<file path="config.mk">
export PLATFORM = sky130hd
export DESIGN_NAME = tmc_spi_responder
export DESIGN_NICKNAME = d
export VERILOG_FILES = /design/src/rtl/tmc_spi_responder_pkg.sv /design/src/rtl/tmc_spi_responder_pin_sync.sv /design/src/rtl/tmc_spi_responder.sv
export SDC_FILE = /design/constraint.sdc
export NUM_CORES = 1
export LEC_CHECK = 0
export ABC_AREA = 1
export CAP_MARGIN = 40
export CORE_ASPECT_RATIO = 0.5
export CORE_MARGIN = 4
export CORE_UTILIZATION = 58
export DETAILED_ROUTE_END_ITERATION = 10
export PLACE_DENSITY = 0.92
export REMOVE_ABC_BUFFERS = 1
export SLEW_MARGIN = 20
export SYNTH_ARGS = -nofsm -noshare
export SYNTH_HDL_FRONTEND = slang
export SYNTH_SLANG_ARGS = --single-unit
</file>
<file path="constraint.sdc">
create_clock -name clk_in -period 18.8 [get_ports clk_in]
set_input_delay 5.64 -clock clk_in [delete_from_list [all_inputs] [get_ports clk_in]]
set_output_delay 5.64 -clock clk_in [all_outputs]
set_load 0.03 [all_outputs]
</file>
<file path="src/rtl/tmc_spi_responder_pkg.sv">
// Shared definitions for the stepper-driver SPI responder: frame length,
// register addresses, status-bit positions and the FSM state type.
package tmc_spi_responder_pkg;

    localparam int FRAME_BITS = 40;

    localparam logic [6:0] ADDR_GCONF      = 7'h00;
    localparam logic [6:0] ADDR_GSTAT      = 7'h01;
    localparam logic [6:0] ADDR_IHOLD_IRUN = 7'h10;
    localparam logic [6:0] ADDR_TPOWERDOWN = 7'h11;
    localparam logic [6:0] ADDR_TSTEP      = 7'h12;
    localparam logic [6:0] ADDR_TPWMTHRS   = 7'h13;
    localparam logic [6:0] ADDR_THIGH      = 7'h15;
    localparam logic [6:0] ADDR_CHOPCONF   = 7'h6C;
    localparam logic [6:0] ADDR_PWMCONF    = 7'h70;

    localparam logic [1:0] GSTAT_RESET = 2'b01;

    localparam int STAT_RESET_BIT      = 0;
    localparam int STAT_DRV_ERR_BIT    = 1;
    localparam int STAT_STANDSTILL_BIT = 3;

    typedef enum logic [1:0] {
        ST_IDLE   = 2'd0,
        ST_SHIFT  = 2'd1,
        ST_COMMIT = 2'd2
    } resp_state_t;

    function automatic logic [7:0] status_byte(input logic [1:0] gstat,
                                               input logic       standstill);
        logic [7:0] s;
        s = '0;
        s[STAT_RESET_BIT]      = gstat[0];
        s[STAT_DRV_ERR_BIT]    = gstat[1];
        s[STAT_STANDSTILL_BIT] = standstill;
        return s;
    endfunction

endpackage

</file>
<file path="src/rtl/tmc_spi_responder_pin_sync.sv">
// Two-flop synchroniser for one SPI pin with rise/fall detection on the
// synchronised level. RST_VAL is the idle level of the pin.
module spi_pin_sync #(
    parameter logic RST_VAL = 1'b0
) (
    input  logic clk_in,
    input  logic reset_in,
    input  logic pin_in,
    output logic level_out,
    output logic rise_out,
    output logic fall_out
);

    logic s_p0, s_p1, s_p2;

    always_ff @(posedge clk_in or posedge reset_in) begin
        if (reset_in) begin
            s_p0 <= RST_VAL;
            s_p1 <= RST_VAL;
            s_p2 <= RST_VAL;
        end else begin
            s_p0 <= pin_in;
            s_p1 <= s_p0;
            s_p2 <= s_p1;
        end
    end

    assign level_out = s_p1;
    assign rise_out  = s_p1 & ~s_p2;
    assign fall_out  = ~s_p1 & s_p2;

endmodule

</file>
<file path="src/rtl/tmc_spi_responder.sv">
// SPI mode-3 responder modelling the stepper driver's 40-bit register frame.
// Define SPI_RESP_LEN_CHECK_EN to reject frames that are not exactly 40 bits.
module tmc_spi_responder
    import tmc_spi_responder_pkg::*;
(
    input  logic        clk_in,
    input  logic        reset_in,
    input  logic        sclk_in,
    input  logic        cs_n_in,
    input  logic        serial_in,
    output logic        serial_out,
    output logic        serial_oe_out,
    input  logic        drv_err_in,
    input  logic        standstill_in,
    input  logic [19:0] tstep_in,
    output logic [31:0] gconf_out,
    output logic [31:0] chopconf_out,
    output logic [31:0] ihold_irun_out,
    output logic        wr_strobe_out,
    output logic [6:0]  wr_addr_out,
    output logic        frame_err_out
);

    logic sclk_lvl, sclk_rise, sclk_fall;
    logic cs_lvl, cs_rise, cs_fall;
    logic mosi_lvl, mosi_rise, mosi_fall;

    spi_pin_sync #(.RST_VAL(1'b1)) u_sync_sclk (
        .clk_in(clk_in), .reset_in(reset_in), .pin_in(sclk_in),
        .level_out(sclk_lvl), .rise_out(sclk_rise), .fall_out(sclk_fall)
    );
    spi_pin_sync #(.RST_VAL(1'b1)) u_sync_cs (
        .clk_in(clk_in), .reset_in(reset_in), .pin_in(cs_n_in),
        .level_out(cs_lvl), .rise_out(cs_rise), .fall_out(cs_fall)
    );
    spi_pin_sync #(.RST_VAL(1'b0)) u_sync_mosi (
        .clk_in(clk_in), .reset_in(reset_in), .pin_in(serial_in),
        .level_out(mosi_lvl), .rise_out(mosi_rise), .fall_out(mosi_fall)
    );

    logic unused_sync;
    assign unused_sync = &{1'b0, sclk_lvl, mosi_rise, mosi_fall};

    resp_state_t state, state_nxt;

    logic [39:0] tx_sr, rx_sr;
    logic [5:0]  bit_cnt;
    logic [31:0] read_latch;
    logic [1:0]  gstat;
    logic [31:0] gconf, ihold_irun, tpowerdown, tpwmthrs, thigh, chopconf, pwmconf;

    logic        rx_wr;
    logic [6:0]  rx_addr;
    logic [31:0] rx_data;
    logic        frame_ok;
    logic [31:0] rd_val;
    logic [1:0]  gstat_clr;

    assign rx_wr   = rx_sr[39];
    assign rx_addr = rx_sr[38:32];
    assign rx_data = rx_sr[31:0];

    always_ff @(posedge clk_in or posedge reset_in) begin
        if (reset_in) state <= ST_IDLE;
        else          state <= state_nxt;
    end

    always_comb begin
        state_nxt = state;
        case (state)
            ST_IDLE:   if (cs_fall) state_nxt = ST_SHIFT;
            ST_SHIFT:  if (cs_rise) state_nxt = ST_COMMIT;
            ST_COMMIT: state_nxt = ST_IDLE;
            default:   state_nxt = ST_IDLE;
        endcase
    end

    // Length policy: count saturates at 63, rx_sr always holds the last 40 bits
`ifdef SPI_RESP_LEN_CHECK_EN
    logic frame_bad, frame_err_q;
    assign frame_ok  = (state == ST_COMMIT) && (bit_cnt == 6'(FRAME_BITS));
    assign frame_bad = (state == ST_COMMIT) && (bit_cnt != 6'd0) &&
                       (bit_cnt != 6'(FRAME_BITS));

    always_ff @(posedge clk_in or posedge reset_in) begin
        if (reset_in) frame_err_q <= 1'b0;
        else          frame_err_q <= frame_bad;
    end
    assign frame_err_out = frame_err_q;
`else
    assign frame_ok      = (state == ST_COMMIT) && (bit_cnt >= 6'(FRAME_BITS));
    assign frame_err_out = 1'b0;
`endif

    always_comb begin
        rd_val = '0;
        case (rx_addr)
            ADDR_GCONF:      rd_val = gconf;
            ADDR_GSTAT:      rd_val = {30'b0, gstat};
            ADDR_IHOLD_IRUN: rd_val = ihold_irun;
            ADDR_TPOWERDOWN: rd_val = tpowerdown;
            ADDR_TSTEP:      rd_val = {12'b0, tstep_in};
            ADDR_TPWMTHRS:   rd_val = tpwmthrs;
            ADDR_THIGH:      rd_val = thigh;
            ADDR_CHOPCONF:   rd_val = chopconf;
            ADDR_PWMCONF:    rd_val = pwmconf;
            default:         rd_val = '0;
        endcase
    end

    // GSTAT: write-1-to-clear on write, full clear on read (after latching)
    always_comb begin
        gstat_clr = '0;
        if (frame_ok && (rx_addr == ADDR_GSTAT))
            gstat_clr = rx_wr ? rx_data[1:0] : 2'b11;
    end

    always_ff @(posedge clk_in or posedge reset_in) begin
        if (reset_in) gstat <= GSTAT_RESET;
        else          gstat <= (gstat & ~gstat_clr) | {drv_err_in, 1'b0};
    end

    // Shift path: tx advances only after the first sampling edge so that the
    // MSB stays on the line through the first mode-3 falling edge
    always_ff @(posedge clk_in or posedge reset_in) begin
        if (reset_in) begin
            tx_sr      <= '0;
            rx_sr      <= '0;
            bit_cnt    <= '0;
            serial_out <= 1'b0;
        end else begin
            case (state)
                ST_IDLE: begin
                    serial_out <= 1'b0;
                    if (cs_fall) begin
                        tx_sr      <= {status_byte(gstat, standstill_in), read_latch};
                        bit_cnt    <= '0;
                        serial_out <= status_byte(gstat, standstill_in)[7];
                    end
                end
                ST_SHIFT: begin
                    if (cs_rise) begin
                        serial_out <= 1'b0;
                    end else begin
                        if (sclk_rise) begin
                            rx_sr <= {rx_sr[38:0], mosi_lvl};
                            if (bit_cnt != 6'd63) bit_cnt <= bit_cnt + 6'd1;
                        end
                        if (sclk_fall && (bit_cnt != 6'd0)) begin
                            tx_sr      <= {tx_sr[38:0], 1'b0};
                            serial_out <= tx_sr[38];
                        end
                    end
                end
                default: serial_out <= 1'b0;
            endcase
        end
    end

    always_ff @(posedge clk_in or posedge reset_in) begin
        if (reset_in) serial_oe_out <= 1'b0;
        else          serial_oe_out <= ~cs_lvl;
    end

    // Commit stage: register file, reply latch and write strobe
    always_ff @(posedge clk_in or posedge reset_in) begin
        if (reset_in) begin
            gconf         <= '0;
            ihold_irun    <= '0;
            tpowerdown    <= '0;
            tpwmthrs      <= '0;
            thigh         <= '0;
            chopconf      <= '0;
            pwmconf       <= '0;
            read_latch    <= '0;
            wr_strobe_out <= 1'b0;
            wr_addr_out   <= '0;
        end else begin
            wr_strobe_out <= 1'b0;
            if (frame_ok && rx_wr) begin
                case (rx_addr)
                    ADDR_GCONF:      gconf      <= rx_data;
                    ADDR_IHOLD_IRUN: ihold_irun <= rx_data;
                    ADDR_TPOWERDOWN: tpowerdown <= rx_data;
                    ADDR_TPWMTHRS:   tpwmthrs   <= rx_data;
                    ADDR_THIGH:      thigh      <= rx_data;
                    ADDR_CHOPCONF:   chopconf   <= rx_data;
                    ADDR_PWMCONF:    pwmconf    <= rx_data;
                    default: ;
                endcase
                read_latch    <= rx_data;
                wr_strobe_out <= 1'b1;
                wr_addr_out   <= rx_addr;
            end else if (frame_ok) begin
                read_latch <= rd_val;
            end
        end
    end

    assign gconf_out      = gconf;
    assign chopconf_out   = chopconf;
    assign ihold_irun_out = ihold_irun;

endmodule

</file>
## After elaboration in Yosys (flattened, before gate mapping)

Cells that the tools add are included.

| storage, ports and cells | value |
|---|---|
| output and inout port bits | 107 |
| bits of input ports | 27 |
| logic and storage cells | 98 |
| flip-flop bits (word level) | 363 |

| cells by class | value |
|---|---|
| reduce and logical (&&, ||, !) cells | 20 |
| equality and inequality tests | 18 |
| add/subtract/negate cells | 1 |
| $lt $le $gt $ge | 1 |
| muxes and demuxes | 21 |
| bitwise operators | 12 |

Operators with widths:

| operator | count |
|---|---|
| case mux 32 bit (9 select lines) | 1 |
| two-way mux 39 bit | 3 |
| case mux 39 bit (2 select lines) | 1 |
| two-way mux 32 bit | 2 |
| == test 7 x 5 -> 1 bit (second input constant) | 5 |
| two-way mux 6 bit | 4 |
| AND reduction 2 bit | 8 |
| == test 7 bit (second input constant) | 2 |
| inequality test 2 bit (second input constant) | 6 |
| case mux 6 bit (2 select lines) | 1 |
| two-way mux 2 bit | 4 |
| == test 7 x 1 -> 1 bit (second input constant) | 1 |
| zero test 7 bit | 1 |
| adder 6 x 1 -> 6 bit (second input constant) | 1 |
| greater-or-equal comparator 6 bit (second input constant) | 1 |
| inequality test 6 bit (second input constant) | 1 |
| nonzero test 6 bit | 1 |
| inverter 1 bit | 5 |
| AND reduction 5 bit | 1 |
| bitwise AND 1 bit | 4 |
| logical AND 1 bit | 4 |
| two-way mux 1 bit | 4 |
| case mux 2 bit (2 select lines) | 1 |
| AND reduction 4 bit | 1 |
| 9 further kinds | 10 |

## Logic depth before layout (Yosys ltp)

| depth | value |
|---|---|
| depth after elaboration | 7 |
| mapped depth | 12 |
| gate-level depth less buffers | 10 |

## Modules after synthesis

Synthesis repeated with hierarchy kept, for this count alone.

| second synthesis, totals | value |
|---|---|
| cell total of the unflattened synthesis | 1,927 |
| area, all modules | 15,962.8 µm² |

Modules (own cells, without submodules):

| module | times used | sequential area each (µm²) | cells each | area each (µm²) |
|---|---|---|---|---|
| tmc_spi_responder | 1 | 8,884.8 | 1,903 | 15,673.8 |
| spi_pin_sync at u_sync_cs ... | 2 | 78.8 | 8 | 97.6 |
| spi_pin_sync at u_sync_mosi | 1 | 75.1 | 8 | 93.8 |

## Worst setup path before layout

OpenSTA, ideal clock, no wires.

| path | value |
|---|---|
| kind | in2reg |
| start | in tstep_in[5] |
| end | reg read_latch[5] |
| buffers on the path | 0 |
| arrival | 6,025 ps |
| stages | 5 |
| setup time | 122 ps |
| required time | 18,678 ps |
| path slack | 12,652 ps |
| cell sequence | and3_1 > nor2_1 > nand2_1 > nand2_1 > a21oi_1 |

| on the way | value |
|---|---|
| longest elaborated chain between the ends | 3 |

RTL lines:

| item | RTL line | source |
|---|---|---|
| start, declared | tmc_spi_responder.sv:15 | `input logic [19:0] tstep_in,` |
| case mux 32 bit (9 select lines) | tmc_spi_responder.sv:97 | `case (rx_addr)` |
| two-way mux 32 bit | tmc_spi_responder.sv:194 | `end else if (frame_ok) begin` |
| two-way mux 32 bit | tmc_spi_responder.sv:180 | `if (frame_ok && rx_wr) begin` |
| end signal, assigned | tmc_spi_responder.sv:191 | `read_latch <= rx_data;` |
| end signal, assigned | tmc_spi_responder.sv:195 | `read_latch <= rd_val;` |
| end, declared | tmc_spi_responder.sv:48 | `logic [31:0] read_latch;` |

Every way passes these cells. The select of a mux whose other input is x is not followed.
A chain may end at the register's enable or synchronous reset.

==> impl_summary.md <==
Die
The die covers 0.0303 mm2. The number of cell rows is 42. The core region is 0.0267 mm2. For this configuration, the core starts out at a cell density of 59.6%. In this run the vertical extent of the chip is 125 um. Measured along the x axis, the die boundary spans 242 um. 134 I/O pins were placed.

Clocking
TritonCTS built the clock tree. CTS built an H-tree with a depth of 1. The number of sinks handled by clock tree synthesis is 363.

Buffers inserted during clock tree synthesis total 31. After clock tree synthesis, the flow added hold-fix buffers numbering 0. The latest clock arrival within the worst-skew pair is 570 ps. The root buffer cell chosen for the clock tree is sky130_fd_sc_hd__clkbuf_16. The number of buffers between clock root and the deepest sink is 3. After clock tree synthesis, the clock-pin slew on the worst setup and hold paths is 60 ps. Once the clock tree was built, the resizer swapped 0 gates to a different size. The count of buffers added by post-CTS timing repair for setup is 0.

Global route
The number of global-route vias before repair was 14,400. The first global-routing pass estimated 75,300 um of wire. Entering global routing, the biggest net connects 117 pins. The met2 usage is 49.0%. In the global route stage, met1 resource usage came out at 39.7%. In the global route stage, met3 resource usage came out at 8.41%. Global routing consumed, over all layers together, 30.6% of the routing resources.

The busiest metal layer after global routing is met2. The number of antenna violations at the first check in global routing is 0. Global routing finished with a remaining overflow of 0.

Min path
The worst min-delay path class is reg2reg. The cell depth of the worst hold path is 0. The destination of the worst hold path is u_sync_cs.level_out. The startpoint of the most critical hold path is u_sync_cs.s_p0.

Routing
Summed over all layers, the routed wires come to 47,700 um. In this run, the number of DRC markers left after iteration 0 of detailed routing was 2,454. The detailed-route vias per instance is 6.19. Once detail routing completed, the nets flagged for antenna violations numbered 0. After detailed routing, the number of remaining DRC violations is 0.

Summing over every cut layer, the via total after detailed routing is 14,700. The first TritonRoute pass finished after 6 iterations. In the final routed layout, each cell accounts on average for 20.1 um.

Timing
The clock period minus worst slack is 7580 ps. The max-slew violation count is 0. Setup repair after global routing left no endpoint under its margin. In this run the tightest slew margin relative to its limit is 43.3%. The final-report hold violation count is 0.

At the pin with the least slew margin, the transition time is 850 ps. On the final layout, the worst clock skew is 13.5 ps. Setup total negative slack on the finished layout was measured at 0 ps.

Setup violations remaining at the end of the flow were counted as 0. The share of the clock period used by the worst path after layout is 40.3%. The achievable clock frequency is 132 MHz.

Run status
The run finished with clean final reports.

Final layout
The share of layout cells above drive strength 1 is 5.98%. The number of diodes added for antenna fixing is 0. Across the whole layout, storage elements account for 0.00909 mm2.

In the final design database the tool counted 2,027 nets. The layout-stage area growth over the synthesis result is 18.0%. After filler insertion, the fill cell instance count of the layout stands at 1,707.

Summing all multi-input logic gate instances after layout gives 0.00591 mm2. The final design utilization is 70.3%.

Worst setup path
The cell family contributing the most delay on the critical path is buffers and inverters. For flop-to-flop paths, the worst setup slack is 15,760 ps. The setup path with the least slack is of type in2async.

The cell depth of the worst flop-to-flop path is 10. The startpoint of the most critical register-to-register path is state[0]. The endpoint kind of the worst setup timing path is an async pin. The required time at the endpoint of the critical path is 19,540 ps. In this design, the stage delay of the slowest critical-path cell is 500 ps. The endpoint of the worst-slack reg-to-reg timing path is tpwmthrs[17]. The critical path goes through clkdlybuf4s50_1 > inv_8 > buf_16 > buf_4 > buf_12 > buf_4 > buf_16. Counting both buffers and inverters, the worst setup path holds a total of 7. The kind of start point of the critical path is a primary input.

The cell with the largest stage delay on the worst path is sky130_fd_sc_hd__buf_4. The largest fanout of any net on the critical path is 113. At the worst endpoint, the arrival time is 8320 ps.

Logic synthesis
The mean post-synth cell area is 8.31 um2. Yosys printed 0 warnings. Yosys attributes the largest share of cell area to sky130_fd_sc_hd__dfrtp_1, sky130_fd_sc_hd__nand2_1, sky130_fd_sc_hd__o21ai_0, sky130_fd_sc_hd__nand3_1, sky130_fd_sc_hd__nor2_1. The distinct cell type count after synthesis is 31. The synthesized design contains 363 register bits.

The dominant cell type by area after synthesis is sky130_fd_sc_hd__dfrtp_1. The post-synthesis cell count is 1,914. The portion of synthesized cell area occupied by the leading cell type is 56.0%. After synthesis, flip-flops and latches occupy 57.2% of the total area. The synthesized area is 0.0159 mm2.

Placed design
The detailed-placement wirelength estimate is 26,900 um. The count of buffers added on input and output ports is 132. The global placer's final weighted congestion is 0.840.

Run
The number of maximum-capacitance violations is 0.

Pwr
Summed over all cells, the static leakage comes to 8.48 nW. The peak ir drop on the vdd network is 0.0599 mV. The total power density per cell area is 92.8 mW/mm2.
[logic make-up (layout without fill, tap and decap cells)]
family	after synthesis	in the layout	synth area share [%]
AND/OR/NAND/NOR	883	883	22.7
adder cells (fa/ha/maj)	2	2	0.157
AO/OA/AOI/OAI	425	425	14.0
XOR/XNOR	2	2	0.110
buffers and inverters	238	346	5.87
other	1	1	0.0236
flip-flops	363	363	57.2
[flip-flops by register name (all words and copies together), names as in the netlist, 6 cells and up]
name and flops:
tpwmthrs 32, pwmconf 32, gconf_out 32, read_latch 32, thigh 32, wr_addr_out 7
tpowerdown 32, bit_cnt 6, tx_sr 39, chopconf_out 32, rx_sr 40, ihold_irun_out 32
[power by group]
| group | internal [W] | switching (W) |
|---|---|---|
| Clock | 0.000430 | 0.000291 |
| Combinational | 0.0000459 | 0.000126 |
| Sequential | 0.000828 | 0.0000209 |
[routing by layer]
metal  up-vias  routed length [um]
met5         -                   0
met4         0                2390
met3       224                5900
met2      1112               21900
met1      6945               17500
li1       6405                   -
[cell usage after synthesis]
library cell / instances
sky130_fd_sc_hd__o31ai_1: 3
sky130_fd_sc_hd__o21ai_0: 301
sky130_fd_sc_hd__a21oi_1: 72
sky130_fd_sc_hd__ha_1: 2
sky130_fd_sc_hd__nor2_4: 1
sky130_fd_sc_hd__conb_1: 1
sky130_fd_sc_hd__nand2_1: 553
sky130_fd_sc_hd__nor2_1: 141
sky130_fd_sc_hd__nor2_2: 6
sky130_fd_sc_hd__buf_1: 1
sky130_fd_sc_hd__inv_2: 6
sky130_fd_sc_hd__dfstp_2: 7
sky130_fd_sc_hd__xor2_1: 1
sky130_fd_sc_hd__buf_4: 6
sky130_fd_sc_hd__o21ai_1: 16
sky130_fd_sc_hd__nand2_2: 2
sky130_fd_sc_hd__inv_1: 117
sky130_fd_sc_hd__clkbuf_2: 1
sky130_fd_sc_hd__clkbuf_1: 94
sky130_fd_sc_hd__nor3_1: 1
sky130_fd_sc_hd__a22oi_4: 1
sky130_fd_sc_hd__o211ai_1: 32
sky130_fd_sc_hd__nand4_1: 2
sky130_fd_sc_hd__dfrtp_1: 356
sky130_fd_sc_hd__nand4_2: 1
sky130_fd_sc_hd__and3_1: 1
sky130_fd_sc_hd__nand3_1: 172
sky130_fd_sc_hd__xnor2_1: 1
sky130_fd_sc_hd__buf_2: 13
sky130_fd_sc_hd__nor2_8: 1
sky130_fd_sc_hd__nand3_2: 2
[worst max path at each step]
stage,startpoint,endpoint,cells past startpoint
after floorplan,reset_in,bit_cnt[0],1
after global placement,reset_in,gconf_out[2],4
after detailed placement,reset_in,gconf_out[2],6
after CTS,reset_in,ihold_irun_out[8],6
after global routing,reset_in,ihold_irun_out[8],7
final,reset_in,rx_sr[18],7
[through the flow]
step                power, W  cells  hold slack, ps  instance area (um2)  setup slack (ps)
detailed placement   0.00102   2313             349                17500             10490
floorplan           0.000967   1799             331                15400              3100
global route         0.00179   2374             364                18800             10900
global placement     0.00101   2308             335                17400             10010
CTS                  0.00173   2370             358                18700             11080
finish               0.00174   2374             358                18800             11220
[final cells by class]
cell class,count,share of cell area [%]
Inverter,123,2.50
Timing Repair Buffer,166,9.09
Sequential cell,363,48.5
Tap cell,352,2.35
Clock inverter,14,1.32
Multi-Input combinational cell,1313,31.5
Clock buffer,43,4.80
[cell usage in the layout (no fill, tap or decap), drive strengths merged, types with 34 or more instances in the layout]
master / Yosys / routed
inv: 123 / 123
nor2: 149 / 149
a21oi: 72 / 72
nand3: 174 / 174
clkbuf: 95 / 43
nand2: 555 / 555
buf: 20 / 34
o21ai: 317 / 317
clkdlybuf4s50: 0 / 132
dfrtp: 356 / 356
(Power assumes the default switching activity.)
